--- config.mk ---
export PLATFORM = sky130hd
export DESIGN_NAME = hh_neuron_array_flat
export DESIGN_NICKNAME = d
export VERILOG_FILES = /design/src/rtl/hh_neuron_array_pkg.sv /design/src/rtl/hh_neuron_array_if.sv /design/src/rtl/hh_neuron_array_channel_update.sv /design/src/rtl/hh_neuron_array.sv /design/src/flat_wrapper.sv
export SDC_FILE = /design/constraint.sdc
export NUM_CORES = 1
export LEC_CHECK = 0
export CORE_UTILIZATION = 30
export CTS_BUF_LIST = sky130_fd_sc_hd__clkbuf_16
export DETAILED_ROUTE_END_ITERATION = 7
export SLEW_MARGIN = 0
export SYNTH_ARGS = -nofsm -noshare
export SYNTH_HDL_FRONTEND = slang
export SYNTH_SLANG_ARGS = --single-unit
--- constraint.sdc ---
create_clock -name clk -period 19.33 [get_ports clk]
set_input_delay 1.933 -clock clk [delete_from_list [all_inputs] [get_ports clk]]
set_output_delay 1.933 -clock clk [all_outputs]
set_load 0.01 [all_outputs]
--- src/rtl/hh_neuron_array_pkg.sv ---
// Shared types, default parameters and helpers for the time-multiplexed HH neuron array.
package hh_pkg;

  typedef enum logic [1:0] {
    IDLE   = 2'd0,
    UPDATE = 2'd1,
    DONE   = 2'd2
  } hh_state_t;

  localparam int DEF_W         = 8;
  localparam int DEF_N         = 4;
  localparam int DEF_THRESH    = 50;
  localparam int DEF_V_RESET   = 0;
  localparam int DEF_REFRAC    = 2;
  localparam int DEF_DT_SHIFT  = 1;
  localparam int DEF_GL_SHIFT  = 2;
  localparam int DEF_GK_SHIFT  = 1;
  localparam int DEF_TAU_SHIFT = 2;

  function automatic int clamp(input int x, input int lo, input int hi);
    if (x < lo) return lo;
    if (x > hi) return hi;
    return x;
  endfunction

  // Bits needed to hold values 0..max_val, never less than one.
  function automatic int cnt_bits(input int max_val);
    return (max_val < 1) ? 1 : $clog2(max_val + 1);
  endfunction

endpackage

--- src/rtl/hh_neuron_array_if.sv ---
// Request/response bundle between the stimulus source, the neuron array and the spike consumer.
interface hh_neuron_array_if #(
  parameter int W = hh_pkg::DEF_W,
  parameter int N = hh_pkg::DEF_N
);
  import hh_pkg::*;

  // Handshake: tick is a request taken only in a cycle where busy is low; each
  // accepted tick yields exactly one done pulse, after which busy drops again.
  logic           tick;
  logic [N*W-1:0] stim;
  logic           busy;
  logic           done;
  logic [N-1:0]   spike;
  logic [N*W-1:0] v_out;
  hh_state_t      state;

  modport master (output tick, stim, input busy, done, spike, v_out, state);
  modport slave  (input tick, stim, output busy, done, spike, v_out, state);

endinterface

--- src/rtl/hh_neuron_array_channel_update.sv ---
// Combinational single-channel update: leak, potassium current, integration, gating and refractory.
module hh_channel_update
  import hh_pkg::*;
#(
  parameter int W         = DEF_W,
  parameter int THRESH    = DEF_THRESH,
  parameter int V_RESET   = DEF_V_RESET,
  parameter int REFRAC    = DEF_REFRAC,
  parameter int DT_SHIFT  = DEF_DT_SHIFT,
  parameter int GL_SHIFT  = DEF_GL_SHIFT,
  parameter int GK_SHIFT  = DEF_GK_SHIFT,
  parameter int TAU_SHIFT = DEF_TAU_SHIFT,
  parameter int RW        = cnt_bits(REFRAC)
) (
  input  logic [W-1:0]  i_v,
  input  logic [W-1:0]  i_n,
  input  logic [RW-1:0] i_r,
  input  logic [W-1:0]  i_stim,
  output logic [W-1:0]  o_v_new,
  output logic [W-1:0]  o_n_new,
  output logic [RW-1:0] o_r_new,
  output logic          o_spk
);
  // Three guard bits keep stim - i_l - i_k and v + dv exact before clamping.
  localparam int SW = W + 3;

  logic [2*W-1:0]       w_prod;
  logic [W-1:0]         w_il;
  logic [W-1:0]         w_ik;
  logic signed [SW-1:0] w_net;
  logic signed [SW-1:0] w_dv;
  logic signed [SW-1:0] w_vsum;
  logic signed [SW-1:0] w_dn;
  logic signed [SW-1:0] w_nsum;
  logic [W-1:0]         w_v_next;

  assign w_prod   = {{W{1'b0}}, i_v} * {{W{1'b0}}, i_n};
  assign w_il     = i_v >> GL_SHIFT;
  assign w_ik     = W'(w_prod >> (W + GK_SHIFT));
  assign w_net    = $signed({3'b000, i_stim}) - $signed({3'b000, w_il}) - $signed({3'b000, w_ik});
  assign w_dv     = w_net >>> DT_SHIFT;
  assign w_vsum   = $signed({3'b000, i_v}) + w_dv;
  assign w_v_next = W'(clamp(int'(w_vsum), 0, (1 << W) - 1));

  // Gating relaxes toward v; the step never overshoots, so n stays within W bits.
  assign w_dn     = ($signed({3'b000, i_v}) - $signed({3'b000, i_n})) >>> TAU_SHIFT;
  assign w_nsum   = $signed({3'b000, i_n}) + w_dn;
  assign o_n_new  = W'(w_nsum);

  always_comb begin
    o_v_new = w_v_next;
    o_r_new = i_r;
    o_spk   = 1'b0;
    if (i_r != '0) begin
      o_v_new = W'(V_RESET);
      o_r_new = i_r - RW'(1);
    end else if (int'(w_v_next) >= THRESH) begin
      o_v_new = W'(V_RESET);
      o_r_new = RW'(REFRAC);
      o_spk   = 1'b1;
    end
  end

endmodule

--- src/rtl/hh_neuron_array.sv ---
// N-channel HH neuron array; one shared update datapath walks the channels once per accepted tick.
module hh_neuron_array
  import hh_pkg::*;
#(
  parameter int W         = DEF_W,
  parameter int N         = DEF_N,
  parameter int THRESH    = DEF_THRESH,
  parameter int V_RESET   = DEF_V_RESET,
  parameter int REFRAC    = DEF_REFRAC,
  parameter int DT_SHIFT  = DEF_DT_SHIFT,
  parameter int GL_SHIFT  = DEF_GL_SHIFT,
  parameter int GK_SHIFT  = DEF_GK_SHIFT,
  parameter int TAU_SHIFT = DEF_TAU_SHIFT
) (
  input logic              clk,
  input logic              rst_n,
  hh_neuron_array_if.slave io_bus
);
  localparam int RW = cnt_bits(REFRAC);
  localparam int IW = cnt_bits(N - 1);

  hh_state_t      r_state;
  logic [IW-1:0]  r_idx;
  logic [N*W-1:0] r_stim;
  logic [W-1:0]   r_v [N];
  logic [W-1:0]   r_n [N];
  logic [RW-1:0]  r_r [N];
  logic [N-1:0]   r_spike;
  logic           r_done;

  logic [W-1:0]   w_v_new;
  logic [W-1:0]   w_n_new;
  logic [RW-1:0]  w_r_new;
  logic           w_spk;
  logic [N*W-1:0] w_v_out;

  hh_channel_update #(
    .W(W), .THRESH(THRESH), .V_RESET(V_RESET), .REFRAC(REFRAC),
    .DT_SHIFT(DT_SHIFT), .GL_SHIFT(GL_SHIFT), .GK_SHIFT(GK_SHIFT),
    .TAU_SHIFT(TAU_SHIFT), .RW(RW)
  ) u_update (
    .i_v     (r_v[r_idx]),
    .i_n     (r_n[r_idx]),
    .i_r     (r_r[r_idx]),
    .i_stim  (r_stim[r_idx*W +: W]),
    .o_v_new (w_v_new),
    .o_n_new (w_n_new),
    .o_r_new (w_r_new),
    .o_spk   (w_spk)
  );

  // Stimulus is taken from the snapshot only, so stim may change freely mid-sweep.
  always_ff @(posedge clk) begin
    if (!rst_n) begin
      r_state <= IDLE;
      r_idx   <= '0;
      r_stim  <= '0;
      r_spike <= '0;
      r_done  <= 1'b0;
      for (int k = 0; k < N; k++) begin
        r_v[k] <= '0;
        r_n[k] <= '0;
        r_r[k] <= '0;
      end
    end else begin
      r_done <= 1'b0;
      case (r_state)
        IDLE: begin
          if (io_bus.tick) begin
            r_stim  <= io_bus.stim;
            r_idx   <= '0;
            r_state <= UPDATE;
          end
        end
        UPDATE: begin
          r_v[r_idx]     <= w_v_new;
          r_n[r_idx]     <= w_n_new;
          r_r[r_idx]     <= w_r_new;
          r_spike[r_idx] <= w_spk;
          if (r_idx == IW'(N - 1)) begin
            r_state <= DONE;
            r_done  <= 1'b1;
          end else begin
            r_idx <= r_idx + IW'(1);
          end
        end
        DONE:    r_state <= IDLE;
        default: r_state <= IDLE;
      endcase
    end
  end

  always_comb begin
    w_v_out = '0;
    for (int k = 0; k < N; k++) w_v_out[k*W +: W] = r_v[k];
  end

  assign io_bus.busy  = (r_state != IDLE);
  assign io_bus.done  = r_done;
  assign io_bus.spike = r_spike;
  assign io_bus.v_out = w_v_out;
  assign io_bus.state = r_state;

endmodule
--- src/flat_wrapper.sv ---
// flat-port wrapper written by rule: the top's interface ports become plain ports
module hh_neuron_array_flat import hh_pkg::*;
#(
  parameter int W         = DEF_W,
  parameter int N         = DEF_N,
  parameter int THRESH    = DEF_THRESH,
  parameter int V_RESET   = DEF_V_RESET,
  parameter int REFRAC    = DEF_REFRAC,
  parameter int DT_SHIFT  = DEF_DT_SHIFT,
  parameter int GL_SHIFT  = DEF_GL_SHIFT,
  parameter int GK_SHIFT  = DEF_GK_SHIFT,
  parameter int TAU_SHIFT = DEF_TAU_SHIFT
)
  (clk, rst_n, io_bus_tick, io_bus_stim, io_bus_busy, io_bus_done, io_bus_spike, io_bus_v_out, io_bus_state);
  hh_neuron_array_if #(.W(W), .N(N)) io_bus_i ();
  input logic clk;
  input logic rst_n;
  input wire logic [$bits(io_bus_i.tick)-1:0] io_bus_tick;
  input wire logic [$bits(io_bus_i.stim)-1:0] io_bus_stim;
  output wire logic [$bits(io_bus_i.busy)-1:0] io_bus_busy;
  output wire logic [$bits(io_bus_i.done)-1:0] io_bus_done;
  output wire logic [$bits(io_bus_i.spike)-1:0] io_bus_spike;
  output wire logic [$bits(io_bus_i.v_out)-1:0] io_bus_v_out;
  output wire logic [$bits(io_bus_i.state)-1:0] io_bus_state;
  assign io_bus_i.tick = io_bus_tick;
  assign io_bus_i.stim = io_bus_stim;
  assign io_bus_busy = io_bus_i.busy;
  assign io_bus_done = io_bus_i.done;
  assign io_bus_spike = io_bus_i.spike;
  assign io_bus_v_out = io_bus_i.v_out;
  assign io_bus_state = io_bus_i.state;
  hh_neuron_array #(.W(W), .N(N), .THRESH(THRESH), .V_RESET(V_RESET), .REFRAC(REFRAC), .DT_SHIFT(DT_SHIFT), .GL_SHIFT(GL_SHIFT), .GK_SHIFT(GK_SHIFT), .TAU_SHIFT(TAU_SHIFT)) u_core (.clk(clk), .rst_n(rst_n), .io_bus(io_bus_i));
endmodule
==> qor.csv <==
stage,metric,value,unit
synth,synth_edf_count,72,
placed_design,place_worst_setup_slack,9.61,ns
clocking,ctsRootBufferMaster,clkbuf_16,
placed_design,gp_congestion,0.893,
clocking,cts_buffers,17,
grt,grt_pass1_wl,34.2,mm
floorplanning,fp.dieW,170,microns
clocking,htree_num_levels,4,
route,wl_per_cell,16.1,microns
timing,final.setup.tns,0,ns
timing,finalCritPeriodShare,51.1,%
synth,synth.largest_area_cell,edfxtp_1,
synth,synth.avg_cell_area,10.1,sq um
synth,synth_compound_gate_area_share,11.6,%
critical_path,crit_fanout,24,
route,drtPass1Iterations,4,
timing,setup_viol_count_final,0,
synth,synth_sequential_area_ratio,35.7,%
clocking,cts.hold.buffers_added,0,
critical_path,crit_path_top_delay_cell,dfxtp_1,
synth,synth_cell_types,59,
floorplanning,rows,61,
finish,layout.nets,1067,
pwr,p_sw_share,44.2,%
timing,finalWorstSetupSlack,9.45,ns
timing,timing.final.crit_period,9.88,ns
timing,hold_viol,0,
finish,final_core_util,36.5,%
pwr,p_clk_share,20.9,%
critical_path,max_stage_delay,0.96,ns
critical_path,crit_path_frequent_cell,fa_1,
finish,syn2layout_area_growth,19.6,%
floorplanning,die_h,170,microns
synth,ys_async_sr_fraction,0,%
synth,synthMuxAreaShare,7.72,%
clocking,cts_resized,0,
synth,synth_area_leaders,"edfxtp_1 (26%), ha_1 (12%), dfxtp_1 (10%)",
critical_path,cp.arrival,10.09,ns
finish,finalInstanceArea,10100,sq um
route,post-route-drc-count,0,
route,ant_nets,0,
grt,grt_pass1_vias,6534,
pwr,p_seq_share,21.4,%
pwr,comb_power_share,57.7,%
grt,track_usage,15.2,%
placed_design,placed_area,9610,sq um
floorplanning,core_area,27800,sq um
route,routed_wl,21.0,mm
critical_path,path_buf_inv,3,
synth,synth_fa_ha_area_share,20.7,%
synth,synth_top_area_share,25.5,%
floorplanning,initial_core_util,30.5,%
critical_path,cp_top_family,adder cells,
clocking,post_cts_buffers,0,
synth,syn_inst,840,
clocking,clk_latency,0.41,ns
placed_design,portBuffers,74,
synth,synth_common_cells,"nand2_1 (100), inv_1 (88), nor2_1 (88)",
finish,final_layout_size_suffix_gt1_share,7.11,%
pwr,p_per_area,133,nW/um^2
pwr,p_sw,0.595,mW
flow_run,drv_cap,0,
timing,rsz0062_at_grt,false,
critical_path,critPathCaptureType,flop,
pwr,p_int,0.751,mW
timing,drv_slew,0,
floorplanning,floorplan.die_area,28900,sq um
synth,synth_top_family_by_area,adder cells,
critical_path,worstPathRequired,19.55,ns
route,vias,6261,
synth,syn_area,8470,sq um
clocking,cts.sinks,115,
clocking,clk_path_buf_depth,2,
pwr,vdd_drop_max,0.0895,mV
timing,slew_headroom,24.7,%
clocking,clk_pin_slew,0.06,ns
timing,clock.fmax,101,MHz
synth,synth-xor-area-share,3.20,%
floorplanning,boundaryPins,75,
grt,grt_max_degree,50,
synth,ys.flop_type,edfxtp_1,
critical_path,cp-start-kind,flop,
placed_design,hpwl,15.8,mm
pwr,leakagePower,4.17,nW
synth,synthSimpleGateAreaFrac,15.7,%
synth,synth_seq_cells,115,
critical_path,path_class,flop to flop,
grt,grt-ovfl-total,0,
timing,fin_skew,0.0102,ns
route,viasPerCell,4.79,
route,drt_iter0_markers,401,
grt,antenna_found_initial,0,
synth,yosysWarnings,0,
synth,yosys.cell_count.top_type,nand2_1,
run_status,status,completed,
timing,tightestPinTransition,1.13,ns
min_path,hold_path.class,flop to flop,
clocking,cts_tree,built,
finish,antenna_cells,0,
## cell usage in the layout (no fill, tap or decap), drive strengths merged, types with 18 or more instances in the layout
cell           synthesis  final
nand2                100    100
nor2                  88     88
mux4                  26     26
dfxtp                 43     43
ha                    78     78
edfxtp                72     72
inv                   88     93
nor3                  28     28
fa                    39     39
clkdlybuf4s50          0     74
o21ai                 18     18
and2                  20     20
a21oi                 31     31
a21boi                32     32
xnor2                 19     19
## flip-flops by register name, summed over array words and instances, names as in the netlist, named ones only
name and flops:
u_core.io_bus.spike 4, u_core.r_idx 2, u_core.r_r 8, u_core.r_stim 32, u_core.r_n 32, u_core.io_bus.done 1
u_core.io_bus.state 2, u_core.r_v 32
## layout make-up
cell class | count | area, sq um
fill | 2800 | 17600
multi-input combinational | 617 | 5020
sequential | 115 | 3020
timing repair buffer | 76 | 756
tap | 378 | 473
clock buffer | 17 | 425
inverter | 88 | 330
clock inverter | 15 | 106
## power by group through the flow
stage / clock, mW / combinational [mW] / sequential, mW
after floorplan: 0 / 0.584 / 0.291
after global placement: 0 / 0.767 / 0.293
after detailed placement: 0 / 0.769 / 0.294
after CTS: 0.285 / 0.775 / 0.289
after global routing: 0.295 / 0.868 / 0.290
final: 0.281 / 0.776 / 0.288
## metal layers
layer | wire (microns) | part of all wire, % | global-route usage [%]
met5 | 0 | 0 | 0
met4 | 500 | 2.4 | 5.09
met1 | 9910 | 47 | 20.4
met2 | 9890 | 47 | 24.8
met3 | 717 | 3.4 | 2.56
## worst reg2reg max path, delay by kind of cell (launching register included)
kind,cells,cell delay (ns)
xor gates and xnor gates,2,0.36
muxes,1,0.54
DFF,1,0.96
and+or+nand+nor,7,1.81
AOI/OAI and AO/OA,12,2.62
buffers and inverters,3,0.38
adders and majority gates,7,3.02
## path summary, 6_finish.rpt
kind | startpoint | to | slack [ns] | depth (start not counted)
min reg2reg | u_core.r_stim[3] | u_core.r_stim[3] | 0.46 | 2
max reg2reg | flop | u_core.r_v[2][1] | 9.45 | 32
max | flop | u_core.r_v[2][1] | 9.45 | 32
min | u_core.r_stim[3] | u_core.r_stim[3] | 0.46 | 2
## cell families (layout without fill, tap and decap cells)
group                      Yosys count  count (layout)
buffers and inverters              115             196
other                                1               8
AOI/OAI and AO/OA                  141             141
DFF                                115             115
adders and majority gates          117             117
and+or+nand+nor                    290             290
muxes                               30              30
xor gates and xnor gates            31              31
## metrics by stage
stage	hold WS (ns)	instances	power, mW
after floorplan	0.440	847	0.875
after global placement	0.447	1274	1.06
after detailed placement	0.455	1274	1.06
after CTS	0.463	1306	1.35
after global routing	0.478	1306	1.45
final	0.461	1306	1.35
(Power assumes the default switching activity.)
==> patch, RTL diff (same settings) <==
Set the package constant `DEF_N` to 8 (it was 4).
--- a/src/rtl/hh_neuron_array_pkg.sv
+++ b/src/rtl/hh_neuron_array_pkg.sv
@@ -8,7 +8,7 @@
   } hh_state_t;
 
   localparam int DEF_W         = 8;
-  localparam int DEF_N         = 4;
+  localparam int DEF_N         = 8;
   localparam int DEF_THRESH    = 50;
   localparam int DEF_V_RESET   = 0;
   localparam int DEF_REFRAC    = 2;
Interface: changed (resized io_bus_spike, io_bus_stim and io_bus_v_out); port bits go from 75 to 143. The function was not compared with the original's and may differ.
==> patch against the original RTL <==
  * Worst setup slack got worse by 1400 ps
  * Sequential power rose by 91%
  * Non-clock buffer count rose by 90
  * Sequential cell count rose by 110
  * Power rose by 64%
  * Die area rose by 52%
  * Count of clock-buffer cells in the layout rose by 8
  * Critical path depth fell by 2
  * Utilization rose by 1.2 points
  * Final area rose by 57%
  * Area after synthesis rose by 53%
  * Via count rose by 58%
  * Wire length rose by 76%
  * Critical path type unchanged
  * Critical endpoint is now u_core.r_r[0][1]
  * Highest routed layer is now met5
==> patch: results (changes against the original RTL) <==
Clock tree
  – H-tree levels: 1 (was 4)
  – Skew-Pair Late Insertion Delay: 540 ps (was 410 ps)
  – Num CTS Buffers: 25 (was 17)
  – Max Buffers Root-to-Sink: 3 (was 2)

STA
  – WHS: 453 ps (was 461 ps)
  – Clock skew: 20.4 ps (was 10.2 ps)

Final layout
  – Clk_buf instances: 25 (was 17)
  – Register area: 5950 um^2 (was 3020 um^2)
  – Fraction of area in registers: 37.4% (was 29.8%)
  – Fraction of layout cells with a size suffix above 1: 9.62% (was 7.11%)
  – Inverters, non-clock: 83 (was 88)
  – Multi-input gate count: 864 (was 617)

Worst setup path
  – RR Endpoint: u_core.r_r[0][1] (was u_core.r_v[2][1])
  – WP data arrival: 11550 ps (was 10090 ps)
  – Reg2Reg Setup Slack: 8030 ps (was 9450 ps)

Drt
  – Iter 0 DRT Violations: 661 (was 401)
  – DR WL met3: 2.32 mm (was 717 um)
  – WL met2: 18.4 mm (was 9.89 mm)
  – DRT Wirelength: 37.1 mm (was 21.0 mm)
  – Pre-antenna DRT Iters: 5 (was 4)
  – DR vias: 9898 (was 6261)

Placement
  – DP Worst Slack: 8090 ps (was 9610 ps)
  – Buffers on Ports: 142 (was 74)
  – Post-DP Area: 15100 um^2 (was 9610 um^2)

GRT
  – Met1 global-route usage: 22.1% (was 20.4%)
  – Pin count of the biggest net entering global routing: 70 (was 50)
  – Total GRT Usage: 16.9% (was 15.2%)
  – Number of global-route vias before repair: 10227 (was 6534)

Power and ir drop
  – Seq pwr: 0.550 mW (was 0.288 mW)
  – Internal power: 1.21 mW (was 0.751 mW)
  – Max VDD drop: 121 uV (was 89.5 uV)

Synth
  – Top area cells in the synthesized netlist: edfxtp_1, dfxtp_1, ha_1 (was edfxtp_1, ha_1, dfxtp_1)
  – Yosys cell types: 68 (was 59)
  – Mapped Avg Cell Area: 10.6 um^2 (was 10.1 um^2)

Hold path
  – HP Start: u_core.r_stim[12] (was u_core.r_stim[3])

Status
  – Status: finished clean (unchanged)
[patch: through the flow]
step           power, mW  utilization, %
6_report            2.20            37.7
5_1_grt             2.36            37.7
4_1_cts             2.21            37.7
3_5_place_dp        1.71            35.6
3_3_place_gp        1.69            35.6
2_1_floorplan       1.40               -
[patch: cells by family after synthesis]
group,count (synthesis),synth area share (%)
simple gates,422,14.3
flops,225,46.0
compound gates,212,10.6
buf+inv,149,4.56
fa+ha+maj,115,13.4
mux,65,8.89
xor+xnor,34,2.30
other cells,1,0.0290
[patch: worst max path at each step]
stage / endpoint / slack, ps / cells past startpoint
2_1_floorplan: u_core.r_r[3][1] / 9340 / 36
4_1_cts: u_core.r_r[0][1] / 8050 / 30
6_report: u_core.r_r[0][1] / 8030 / 30
3_5_place_dp: u_core.r_r[0][1] / 8090 / 30
5_1_grt: u_core.r_r[1][1] / 7370 / 30
3_3_place_gp: u_core.r_r[0][1] / 8570 / 30
